File: src/rtl/cdc_handshake_tx.sv
// Source-side launcher: holds each accepted word on tx_data across a full req/ack handshake.
// Default is four-phase; define CDC_TX_TOGGLE_EN for the two-phase (toggle) protocol.
module cdc_handshake_tx #(
  parameter int WIDTH       = 8,
  parameter int SYNC_STAGES = 2
) (
  input  logic             clk,
  input  logic             rst_n,
  input  logic             ena,
  input  logic [WIDTH-1:0] in_data,
  input  logic             in_valid,
  output logic             in_ready,
  output logic [WIDTH-1:0] tx_data,
  output logic             tx_req,
  input  logic             tx_ack,
  output logic             busy,
  output logic [7:0]       sent_count
);

`ifdef CDC_TX_TOGGLE_EN
  typedef enum logic [1:0] {IDLE, SETUP, WAIT} state_t;
`else
  typedef enum logic [1:0] {IDLE, SETUP, REQ, REL} state_t;
`endif

  state_t                 state, state_nxt;
  logic [SYNC_STAGES-1:0] ack_sync;
  logic                   ack_s;
  logic [2:0]             settle_cnt;
  logic                   settled;
  logic                   req_nxt;
  logic                   done;
  logic                   accept;

  always_ff @(posedge clk or negedge rst_n) begin
    if (!rst_n) ack_sync <= '0;
    else        ack_sync <= {ack_sync[SYNC_STAGES-2:0], tx_ack};
  end

  assign ack_s = ack_sync[SYNC_STAGES-1];

  // After reset the synchronizer holds zeros, not the receiver's real ack level;
  // acceptance waits until the chain has been refilled from tx_ack.
  always_ff @(posedge clk or negedge rst_n) begin
    if (!rst_n)        settle_cnt <= '0;
    else if (!settled) settle_cnt <= settle_cnt + 3'd1;
  end

  assign settled = (settle_cnt == 3'(SYNC_STAGES));

  always_comb begin
    state_nxt = state;
    req_nxt   = tx_req;
    done      = 1'b0;
    in_ready  = 1'b0;
    case (state)
      IDLE: begin
`ifdef CDC_TX_TOGGLE_EN
        in_ready = rst_n & ena & settled & (ack_s == tx_req);
`else
        in_ready = rst_n & ena & settled & ~ack_s;
`endif
        if (in_ready && in_valid) state_nxt = SETUP;
      end
`ifdef CDC_TX_TOGGLE_EN
      SETUP: begin
        state_nxt = WAIT;
        req_nxt   = ~tx_req;
      end
      WAIT: begin
        if (ack_s == tx_req) begin
          state_nxt = IDLE;
          done      = 1'b1;
        end
      end
`else
      SETUP: begin
        state_nxt = REQ;
        req_nxt   = 1'b1;
      end
      REQ: begin
        if (ack_s) begin
          state_nxt = REL;
          req_nxt   = 1'b0;
        end
      end
      REL: begin
        if (!ack_s) begin
          state_nxt = IDLE;
          done      = 1'b1;
        end
      end
`endif
      default: state_nxt = IDLE;
    endcase
  end

  assign accept = in_ready & in_valid;
  assign busy   = (state != IDLE);

  always_ff @(posedge clk or negedge rst_n) begin
    if (!rst_n) begin
      state      <= IDLE;
      tx_req     <= 1'b0;
      tx_data    <= '0;
      sent_count <= '0;
    end else begin
      state  <= state_nxt;
      tx_req <= req_nxt;
      if (accept) tx_data <= in_data;
      if (done)   sent_count <= sent_count + 8'd1;
    end
  end

endmodule

File: config.mk
export PLATFORM = sky130hd
export DESIGN_NAME = cdc_handshake_tx
export DESIGN_NICKNAME = d
export VERILOG_FILES = /design/src/rtl/cdc_handshake_tx.sv
export SDC_FILE = /design/constraint.sdc
export NUM_CORES = 1
export LEC_CHECK = 0
export ABC_AREA = 1
export ABC_CLOCK_PERIOD_IN_PS = 1800
export BUFFER_PORTS_ARGS = -buffer_cell sky130_fd_sc_hd__buf_4
export CORE_ASPECT_RATIO = 1.25
export CORE_MARGIN = 3
export CORE_UTILIZATION = 45
export DETAILED_ROUTE_END_ITERATION = 7
export PLACE_DENSITY = 0.79
export SYNTH_ARGS = -nofsm -noshare
export SYNTH_HDL_FRONTEND = slang
export SYNTH_SLANG_ARGS = --single-unit
File: constraint.sdc
create_clock -name clk -period 1.8 [get_ports clk]
set_input_delay 0.09 -clock clk [delete_from_list [all_inputs] [get_ports clk]]
set_output_delay 0.09 -clock clk [all_outputs]
set_load 0.01 [all_outputs]
# After elaboration in Yosys (flattened, before gate mapping)
# Index checks and enable logic that the tools add are counted.
[op_classes]
add_sub_neg = 2
n_eq_ne = 7
muxes = 9
n_bitwise = 5
n_reduce_logical = 6
[op_table]
columns = ["op", "n"]
rows = [
  ["$add A8 B1 Y8 const B", 1],
  ["$pmux W2 S4", 1],
  ["$mux W2", 3],
  ["$ne A2 B2 Y1 const B", 3],
  ["$and A1 B1 Y1", 4],
  ["$eq A2 B2 Y1 const B", 2],
  ["$mux W1", 4],
  ["$reduce_bool A2 Y1", 2],
  ["$add A3 B1 Y3 const B", 1],
  ["$eq A3 B2 Y1 const B", 1],
  ["$reduce_and A3 Y1", 1],
  ["$eq A2 B1 Y1 const B", 1],
  ["$logic_not A2 Y1", 1],
  ["$pmux W1 S2", 1],
  ["$reduce_and A2 Y1", 1],
  ["$logic_and A1 B1 Y1", 1],
  ["$not A1 Y1", 1],
]
[word_totals]
ff_bits = 24
in_bits = 13
output_inout_bits = 19
elab_cells = 35

# Depth between registers and ports, before layout
# Gate-level depths: netlist of the first run.
[depth]
depth_word = 6
mapped_depth = 9
mapped_depth_nobuf = 9

# Worst setup path before layout of the first run
# No wires, ideal clock.
[synth_timing]
path_kind = "reg-to-output"
start = "register state[0]"
end = "output port in_ready"
arrival_ps = 1380
path_slack_ps = 330
stages_incl_launch_ff = 6
path_buffers = 1
path_cell_list = "dfrtp_1 > inv_1 > ha_1 > buf_2 > inv_2 > nor4_1"
[synth_between]
elab_chain_len = 2
[synth_lines]
columns = ["item", "line", "rtl"]
rows = [
  ["start, declared", "26", "state_t state, state_nxt;"],
  ["start signal, assigned", "108", "state <= state_nxt;"],
  ["$logic_not A2 Y1", "56", "case (state)"],
  ["$mux W1", "56", ""],
  ["end, declared", "12", "output logic in_ready,"],
]
# No other way between the ends.

# Final worst setup path of the first run
# Same ends and word-level chain as after synthesis.

==> results of run 1 <==
## power groups by stage
stage                     sequential, mW  combinational [mW]  clock [mW]
after floorplan                    0.893               0.383           0
after global placement             0.849               0.777           0
after detailed placement           0.851               0.813           0
after CTS                          0.844               0.822       0.293
after global routing               0.874               0.915       0.318
final                              0.840               0.814       0.282
## cell usage after synthesis, drive strengths merged
| cell type | count |
|---|---|
| xnor2 | 1 |
| buf | 3 |
| xor2 | 4 |
| nand2 | 49 |
| nor3 | 2 |
| a21oi | 2 |
| o21ai | 2 |
| nand4 | 9 |
| nor2 | 10 |
| nand3 | 6 |
| ha | 7 |
| nand3b | 1 |
| dfrtp | 24 |
| nor4 | 1 |
| inv | 17 |
## flip-flops by register name, indices dropped and copies added, names as in the netlist
signal / flops
state: 2
settle_cnt: 3
ack_sync: 2
tx_req: 1
tx_data: 8
sent_count: 8
## repair_timing
item,in CTS,in global routing
hold buffers,2,0
resized for setup,0,1
endpoints found under the hold margin,25,0
setup endpoints to repair,0,1
## layout make-up
cell class,instances,share of cell area [%]
Tap cell,33,2.69
Timing Repair Buffer,35,17.4
Sequential cell,24,39.1
Inverter,17,4.16
Multi-Input combinational cell,94,34.2
Clock buffer,4,2.36
## worst paths after layout
path,start,to,slack [ns],cells past startpoint
max in group asynchronous,rst_n,sent_count[3],1.27,3
setup / recovery,state[0],in_ready,0.13,5
min in group asynchronous,rst_n,sent_count[0],0.30,3
hold reg to reg,ack_sync[0],ack_sync[1],0.36,0
setup reg to reg,settle_cnt[0],tx_data[1],0.25,7
hold / removal,in_data[2],tx_data[2],0.02,3
## metal layers
metal | wire length [um] | part of all wire [%]
met5 | 0 | 0
met4 | 20 | 0.80
met3 | 146 | 5.9
met2 | 1340 | 54
met1 | 989 | 40
## cells by family after synthesis
| logic type | Yosys count |
|---|---|
| and+or+nand+nor | 78 |
| DFF | 24 |
| adders and majority gates | 7 |
| xor gates and xnor gates | 5 |
| AOI/OAI and AO/OA | 4 |
| buffers and inverters | 20 |
## critical path, cell delays in order, from the launching register on
cell and delay [ns]:
dfrtp_1 0.44, inv_1 0.11, ha_1 0.20, inv_2 0.07
nor4_2 0.28, buf_4 0.17
==> flow_summary.yaml, run 1 <==
grt:
  top_usage_layer: "met2"
  met3_usage_pct: 3.50
  grt_antenna_before_repair: 0
  grt_pass1_wl_mm: 4.30
  grt_pass1_vias: 1034
  grt.met2_usage_pct: 28.3
  grt_max_degree: 25
  grt_overflow: 0
  met1_usage_pct: 20.0
  grt_use_total_pct: 16.6
finish:
  fin_util_pct: 61.4
  layout.nets: 195
  n_fill_cell: 238
  final_common_cell: "nand2_1"
  instances_no_fill: 207
  seq_area_um2: 601
  syn2layout_area_growth_pct: 27.4
  layout-drive-gt1-share_pct: 27.0
  antenna-diode-count: 0
  fin_area_um2: 1540
  mostFrequentLayoutCells: "nand2_1, buf_4, dfrtp_1"
  multi_input_area_um2: 526
cts:
  cts_buffer_depth: 2
  numCtsBuffers: 3
  post_cts_buffers: 0
  cts.sinks: 24
  cts_tree: "built"
  clock_latency_ns: 0.31
  root_buffer: "clkbuf_4"
  clk_pin_slew_worst_paths_ns: 0.13
  cts_htree_levels: 1
yosys:
  synth-seq-cells: 24
  synth-simple-area-share_pct: 30.5
  synthAdderAreaFrac_pct: 7.27
  synth_nets: 158
  yosys.area.top_type_share_pct: 49.8
  netlist_top_cells_area: "dfrtp_1, nand2_1, ha_1, nand4_1, inv_1"
  synth_top_family_by_area: "simple AND/OR/NAND/NOR gates"
  seq_area_frac_synth_pct: 49.8
  syn_avg_cell_area_um2: 8.73
  synthesis.area_um2: 1200
  synthCells: 138
  synth.distinct_cells: 21
  synthXorXnorAreaFrac_pct: 3.63
  synth_top_cell_by_area: "dfrtp_1"
  synthMuxAreaShare_pct: 0
  synth_warnings: 0
  synth_compound_area_share_pct: 1.66
floorplan:
  initial_core_util_pct: 48.2
  rows: 20
  core_um2: 2500
  fp.dieH_um: 63.9
  die_area_um2: 3340
  io_pins: 32
  die_w_um: 52.3
detailed_routing:
  wl_mm: 2.49
  via_count: 1039
  drt_iter0_drc: 28
  post-route-drc-count: 0
  wire_per_inst_um: 12.0
  ant_nets: 0
  vias_per_cell: 5.02
  dr.pass1.iters: 4
place:
  dp_hpwl_mm: 1.95
  dpl-instance-area_um2: 1470
  pre_cts_ws_ns: 0.273
  gp_congestion: 0.774
  io_buffers: 31
  place_inst: 201
critical_path:
  worstSetupPathType: "flop to primary output"
  cp-end-kind: "primary output"
  cp.required_ns: 1.71
  worst_ep_arrival_time_ns: 1.58
  start_kind: "flop"
  cp_max_fo: 4
power:
  p_leak_nw: 0.832
  ir_drop_uv: 723
  power_frac_clock_pct: 14.5
  comb_power_share_pct: 42.1
  p_int_mw: 1.20
  netSwitchingPower_mw: 0.732
  swShare_pct: 37.8
  power_frac_seq_pct: 43.4
  totalPowerFinal_mw: 1.94
  powerDensity_nw_per_um2: 1260
timing:
  setup_viol: 0
  whs_ns: 0.0234
  fin_skew_ns: 0.000562
  drv_slew: 0
  slew_headroom_pct: 74.8
  worst_pin_slew_ns: 0.377
  layout_setup_ws_ns: 0.135
  tns_ns: 0
  finalCritPeriodShare_pct: 92.5
  fmax_ghz: 0.600
  hold_violations: 0
  period_needed_ns: 1.67
run_status:
  outcome: "completed"
hold_path:
  min_path_type: "input port to flop"
flow_run:
  max_cap_violations: 0
Note: power is estimated with default switching activity, not from simulation.
==> run 2, diff against run 1 <==
--- a/config.mk
+++ b/config.mk
@@ -5,14 +5,13 @@
 export SDC_FILE = /design/constraint.sdc
 export NUM_CORES = 1
 export LEC_CHECK = 0
-export ABC_AREA = 1
 export ABC_CLOCK_PERIOD_IN_PS = 1800
 export BUFFER_PORTS_ARGS = -buffer_cell sky130_fd_sc_hd__buf_4
 export CORE_ASPECT_RATIO = 1.25
 export CORE_MARGIN = 3
 export CORE_UTILIZATION = 45
 export DETAILED_ROUTE_END_ITERATION = 7
-export PLACE_DENSITY = 0.79
+export PLACE_DENSITY = 0.8
 export SYNTH_ARGS = -nofsm -noshare
 export SYNTH_HDL_FRONTEND = slang
 export SYNTH_SLANG_ARGS = --single-unit
==> run 2 against run 1 <==
Wire length down 4.1%. Sequential share of layout area down 0.87 points. Largest power group unchanged. Core utilization up 8.2 points. Critical path type unchanged. Largest cell class unchanged. Hold slack better by 0.28 ns. Clock-buffer cell count down 1. Register-to-register slack better by 0.04 ns. Critical endpoint unchanged.
==> flow_summary.yaml, run 2 <==
critical_path:
  start_kind: "flop"
  cp-end-kind: "primary output"
  r2r-start: "settle_cnt[0]"
  crit_family: "flip-flops"
  r2r_slack_ns: 0.29
  worst_ep_arrival_time_ns: 1.64
  cp_max_fo: 4
  critPathSlowestCell: "dfrtp_1"
  cp.required_ns: 1.71
  path_buf_inv: 3
  worst-r2r-cell-count: 5
  crit_chain: "inv_1, ha_4, inv_1, nor4_2, buf_4"
  r2r_end: "tx_data[7]"
  slowest_delay_ns: 0.44
  crit_top_cell: "inv_1"
  worstSetupPathType: "flop to primary output"
  crit_path_start: "state[1]"
finish:
  syn2layout_area_growth_pct: 42.5
  top_regs: "sent_count (8), tx_data (8), settle_cnt (3)"
  mostFrequentLayoutCells: "buf_4, dfrtp_1, mux2_2, dlygate4sd3_1, ha_1"
  n_fill_cell: 163
  antenna-diode-count: 0
  layout.nets: 156
  final_common_cell: "buf_4"
  fin_util_pct: 69.5
  layout-drive-gt1-share_pct: 42.2
floorplan:
  die_w_um: 50.3
  io_pins: 32
  core_um2: 2260
  fp.dieH_um: 61.3
  die_area_um2: 3080
  initial_core_util_pct: 48.8
  rows: 19
yosys:
  synth_nets: 107
  synth_warnings: 0
  synth-seq-cells: 24
  synthesis.area_um2: 1100
  netlist_top_cells_area: "dfrtp_1, mux2_2, ha_1, xnor2_1, xor2_1"
  syn_avg_cell_area_um2: 12.7
  synth_common_cells: "dfrtp_1, mux2_2, ha_1"
  synth_top_cell_by_area: "dfrtp_1"
  synth.most_common_cell: "dfrtp_1"
  seq_area_frac_synth_pct: 54.5
  async_flop_share_pct: 100
  synth.distinct_cells: 27
  synth-edff-count: 0
  yosys.area.top_type_share_pct: 54.5
  synth_flop_cell: "dfrtp_1"
  synthCells: 87
timing:
  period_needed_ns: 1.73
  fin_skew_ns: 0.00851
  fmax_ghz: 0.579
  hold_violations: 0
  slew_headroom_pct: 79.5
  tns_ns: 0
  finalCritPeriodShare_pct: 95.9
  whs_ns: 0.302
  setup_viol: 0
  worst_pin_slew_ns: 0.299
  drv_slew: 0
grt:
  grt_pass1_vias: 841
  grt_antenna_before_repair: 0
  grt_overflow: 0
  grt_pass1_wl_mm: 3.70
  grt_use_total_pct: 16.5
  grt_max_degree: 26
power:
  power_frac_clock_pct: 18.6
  comb_power_share_pct: 40.5
  p_int_mw: 1.39
  ir_drop_uv: 761
  totalPowerFinal_mw: 2.07
  power_frac_seq_pct: 40.9
  p_leak_nw: 0.762
  swShare_pct: 33.0
  netSwitchingPower_mw: 0.684
  powerDensity_nw_per_um2: 1320
cts:
  clk_pin_slew_worst_paths_ns: 0.14
  cts_htree_levels: 1
  numCtsBuffers: 3
  cts.sinks: 24
  cts_buffer_depth: 2
  cts_tree: "built"
  root_buffer: "clkbuf_4"
  clock_latency_ns: 0.31
detailed_routing:
  wire_per_inst_um: 14.4
  post-route-drc-count: 0
  wl_mm: 2.39
  vias_per_cell: 4.98
  drt_iter0_drc: 12
  ant_nets: 0
  via_count: 827
  dr.pass1.iters: 4
place:
  gp_congestion: 0.804
  io_buffers: 31
  dp_hpwl_mm: 1.72
run_status:
  outcome: "completed"
flow_run:
  max_cap_violations: 0
hold_path:
  min_path_type: "input port to async pin"
## run 2: worst reg2reg max path, cell delays in order (launching register included)
cell and delay (ns):
dfrtp_1 0.43, inv_1 0.07, ha_1 0.17, nor2b_1 0.26, nand3_4 0.17, mux2_2 0.32
## run 2: logic make-up after synthesis
group                      Yosys count  synth area share, %
DFF                                 24                 54.5
AOI/OAI and AO/OA                    6                 3.86
muxes                               11                 11.1
xor gates and xnor gates             8                 6.36
and+or+nand+nor                     24                 13.7
adders and majority gates            7                 7.95
buffers and inverters                7                 2.50
## run 2: layout make-up
cell class                      instances  area [um^2]  area share [%]
Timing Repair Buffer                   45          363            23.1
Inverter                                6         22.5            1.43
Sequential cell                        24          601            38.2
Clock buffer                            3         22.5            1.43
Tap cell                               31         38.8            2.47
Multi-Input combinational cell         56          493            31.4
Clock inverter                          1         30.0            1.91
## run 2: routing by layer
layer | vias up | GRT usage [%] | wire length, um
li1 | 397 | - | -
met1 | 404 | 18.4 | 922
met2 | 22 | 30.8 | 1320
met3 | 4 | 2.42 | 112
met4 | 0 | 8.30 | 34
met5 | - | 0 | 0
## run 2: how the worst max path moves through the flow
stage               slack (ns)  depth (start not counted)         end
floorplan                 0.26                          5  tx_data[0]
global placement          0.36                          5    in_ready
detailed placement        0.29                          5  tx_data[7]
CTS                       0.03                          5    in_ready
global route             -0.02                          5    in_ready
finish                    0.07                          5    in_ready
## run 2: power by group through the flow
stage	Clock, mW	Sequential [mW]	Combinational (mW)
2_1_floorplan	0	0.897	0.363
3_3_place_gp	0	0.845	0.746
3_5_place_dp	0	0.855	0.783
4_1_cts	0.398	0.842	0.813
5_1_grt	0.420	0.872	0.920
6_report	0.386	0.848	0.840
## run 2: timing repair
item / CTS / global route
resized for setup: 1 / 3
endpoints found under the setup margin: 1 / 1
hold buffers: 8 / 2
pin swaps: 0 / 1
setup buffers: 0 / 1
hold endpoints to repair: 31 / 2
## run 2: metrics by stage
step	worst slack, ns	cells	instance area (um^2)
CTS	0.0262	163	1530
detailed placement	0.291	151	1390
finish	0.0736	166	1570
global placement	0.359	151	1390
floorplan	0.262	87	1100
global route	-0.0188	166	1570
==> run 3, diff against run 2 <==
--- a/config.mk
+++ b/config.mk
@@ -9,9 +9,9 @@
 export BUFFER_PORTS_ARGS = -buffer_cell sky130_fd_sc_hd__buf_4
 export CORE_ASPECT_RATIO = 1.25
 export CORE_MARGIN = 3
-export CORE_UTILIZATION = 45
+export CORE_UTILIZATION = 50
 export DETAILED_ROUTE_END_ITERATION = 7
-export PLACE_DENSITY = 0.8
+export PLACE_DENSITY = 0.86
 export SYNTH_ARGS = -nofsm -noshare
 export SYNTH_HDL_FRONTEND = slang
 export SYNTH_SLANG_ARGS = --single-unit
==> run 3 against run 2 <==
The run now ends with negative hold slack left. Core utilization grew 7.1 points. First-iteration DRC count is the same. Register-to-register slack gained 0.02 ns. Non-clock buffer count grew 2. Highest routed layer unchanged.
==> flow_summary.yaml, run 3 (synthesis gave the netlist of run 2 again) <==
critical_path:
  start_kind: "flop"
  cp.required_ns: 1.71
  crit_chain: "inv_1, ha_1, or2b_1, nor4_2, buf_4"
  r2r_slack_ns: 0.31
  r2r_end: "tx_data[1]"
  path_buf_inv: 2
  cp_max_fo: 3
  worst-r2r-cell-count: 5
  worst_ep_arrival_time_ns: 1.58
  r2r-start: "settle_cnt[0]"
  slowest_delay_ns: 0.40
  critPathSlowestCell: "dfrtp_1"
  worstSetupPathType: "flop to primary output"
  crit_family: "simple AND/OR/NAND/NOR gates"
  cp-end-kind: "primary output"
cts:
  cts.sinks: 24
  root_buffer: "clkbuf_4"
  cts_buffer_depth: 2
  cts_tree: "built"
  numCtsBuffers: 3
  clock_latency_ns: 0.32
  clk_pin_slew_worst_paths_ns: 0.13
  cts_htree_levels: 1
finish:
  fin_util_pct: 76.6
  layout.nets: 158
  seq_area_um2: 601
  antenna-diode-count: 0
  mostFrequentLayoutCells: "buf_4, dfrtp_1, mux2_2"
  final_common_cell: "buf_4"
  n_fill_cell: 127
  multi_input_area_um2: 493
  syn2layout_area_growth_pct: 40.9
  layout-drive-gt1-share_pct: 44.5
  top_regs: "sent_count (8), tx_data (8), settle_cnt (3)"
grt:
  grt_pass1_wl_mm: 3.55
  grt_overflow: 0
  grt_pass1_vias: 866
  grt.met2_usage_pct: 30.4
  grt_max_degree: 26
  top_usage_layer: "met2"
  grt_use_total_pct: 17.4
  met1_usage_pct: 19.7
  met3_usage_pct: 3.67
  grt_antenna_before_repair: 0
run_status:
  outcome: "finished, violations left"
  violations: "negative hold slack"
timing:
  rsz0062_at_grt: "false"
  slew_headroom_pct: 78.1
  finalCritPeriodShare_pct: 93.0
  tns_ns: 0
  period_needed_ns: 1.67
  fmax_ghz: 0.598
  whs_ns: -0.000295
  drv_slew: 0
  setup_viol: 0
  hold_violations: 1
  worst_pin_slew_ns: 0.320
  fin_skew_ns: 0.00245
floorplan:
  initial_core_util_pct: 54.4
  io_pins: 32
  die_area_um2: 2810
  fp.dieH_um: 58.5
  core_um2: 2030
  die_w_um: 48.0
  rows: 18
hold_path:
  min_path_type: "input port to flop"
  min_from: "in_data[1]"
  hold_depth: 2
  hold-path-endpoint: "tx_data[1]"
detailed_routing:
  drt_iter0_drc: 12
  post-route-drc-count: 0
  vias_per_cell: 5.36
  dr.pass1.iters: 3
  via_count: 841
  wl_mm: 2.20
  wire_per_inst_um: 14.0
  ant_nets: 0
place:
  io_buffers: 31
  dp_hpwl_mm: 1.58
  gp_congestion: 0.772
power:
  ir_drop_uv: 936
  powerDensity_nw_per_um2: 1280
  p_leak_nw: 0.765
flow_run:
  max_cap_violations: 0
run 3: cell count changes in the layout (fill, tap and decap cells not counted):
| cell | change |
|---|---|
| inv_1 | -1 |
| bufinv_16 | -1 |
| inv_2 | +1 |
| buf_4 | +3 |
| clkbuf_8 | +1 |
| dlygate4sd3_1 | -1 |
run 3: worst max-delay path by stage:
stage                        from    endpoint  slack [ns]  cells past startpoint
floorplan           settle_cnt[0]  tx_data[0]        0.26                      5
global placement         state[0]    in_ready        0.34                      5
detailed placement  settle_cnt[0]  tx_data[1]        0.28                      5
CTS                      state[0]    in_ready        0.02                      5
global route                rst_n    in_ready       0.007                      6
finish              settle_cnt[0]    in_ready        0.13                      5
run 3: metrics by stage:
step | hold WS [ns] | total power, mW | area (um^2) | setup WS, ns | std cells
after floorplan | -0.206 | 1.26 | 1100 | 0.262 | 87
after global placement | 0.105 | 1.58 | 1380 | 0.338 | 140
after detailed placement | 0.110 | 1.63 | 1380 | 0.279 | 140
after CTS | 0.00117 | 1.93 | 1500 | 0.0157 | 152
after global routing | -0.00772 | 2.13 | 1550 | 0.00699 | 157
final | -0.000295 | 1.99 | 1550 | 0.127 | 157
run 3: what timing repair did:
action | 4_1_cts | 5_1_grt
endpoints found under the setup margin | 1 | 1
hold endpoints to repair | 31 | 1
pin swaps | 0 | 1
hold buffers | 8 | 1
gates resized for setup | 2 | 3
buffers inserted | 0 | 4
run 3: worst reg2reg max path, delay by kind of cell (launching register included):
kind	cells	cell delay, ns
flip-flops	1	0.40
multiplexers	1	0.32
buffers and inverters	1	0.07
AND/OR/NAND/NOR	2	0.44
adder cells (fa/ha/maj)	1	0.17
run 3: where the power goes:
part,internal [mW],switching [mW],total [mW]
combinational,0.485,0.376,0.862
sequential,0.704,0.131,0.836
clock,0.124,0.164,0.288
run 3: per-layer routing:
layer  up-vias  wire (um)
met4         0         60
met1       405        873
li1        400          -
met2        29       1130
met5         -          0
met3         7        131
run 3: final cells by class:
cell class	instances	share of cell area, %
repair buffers	47	24.2
well taps	20	1.61
multi-input cells	56	31.7
clock buffers	4	2.34
inverters	6	1.45
flip-flops and latches	24	38.7
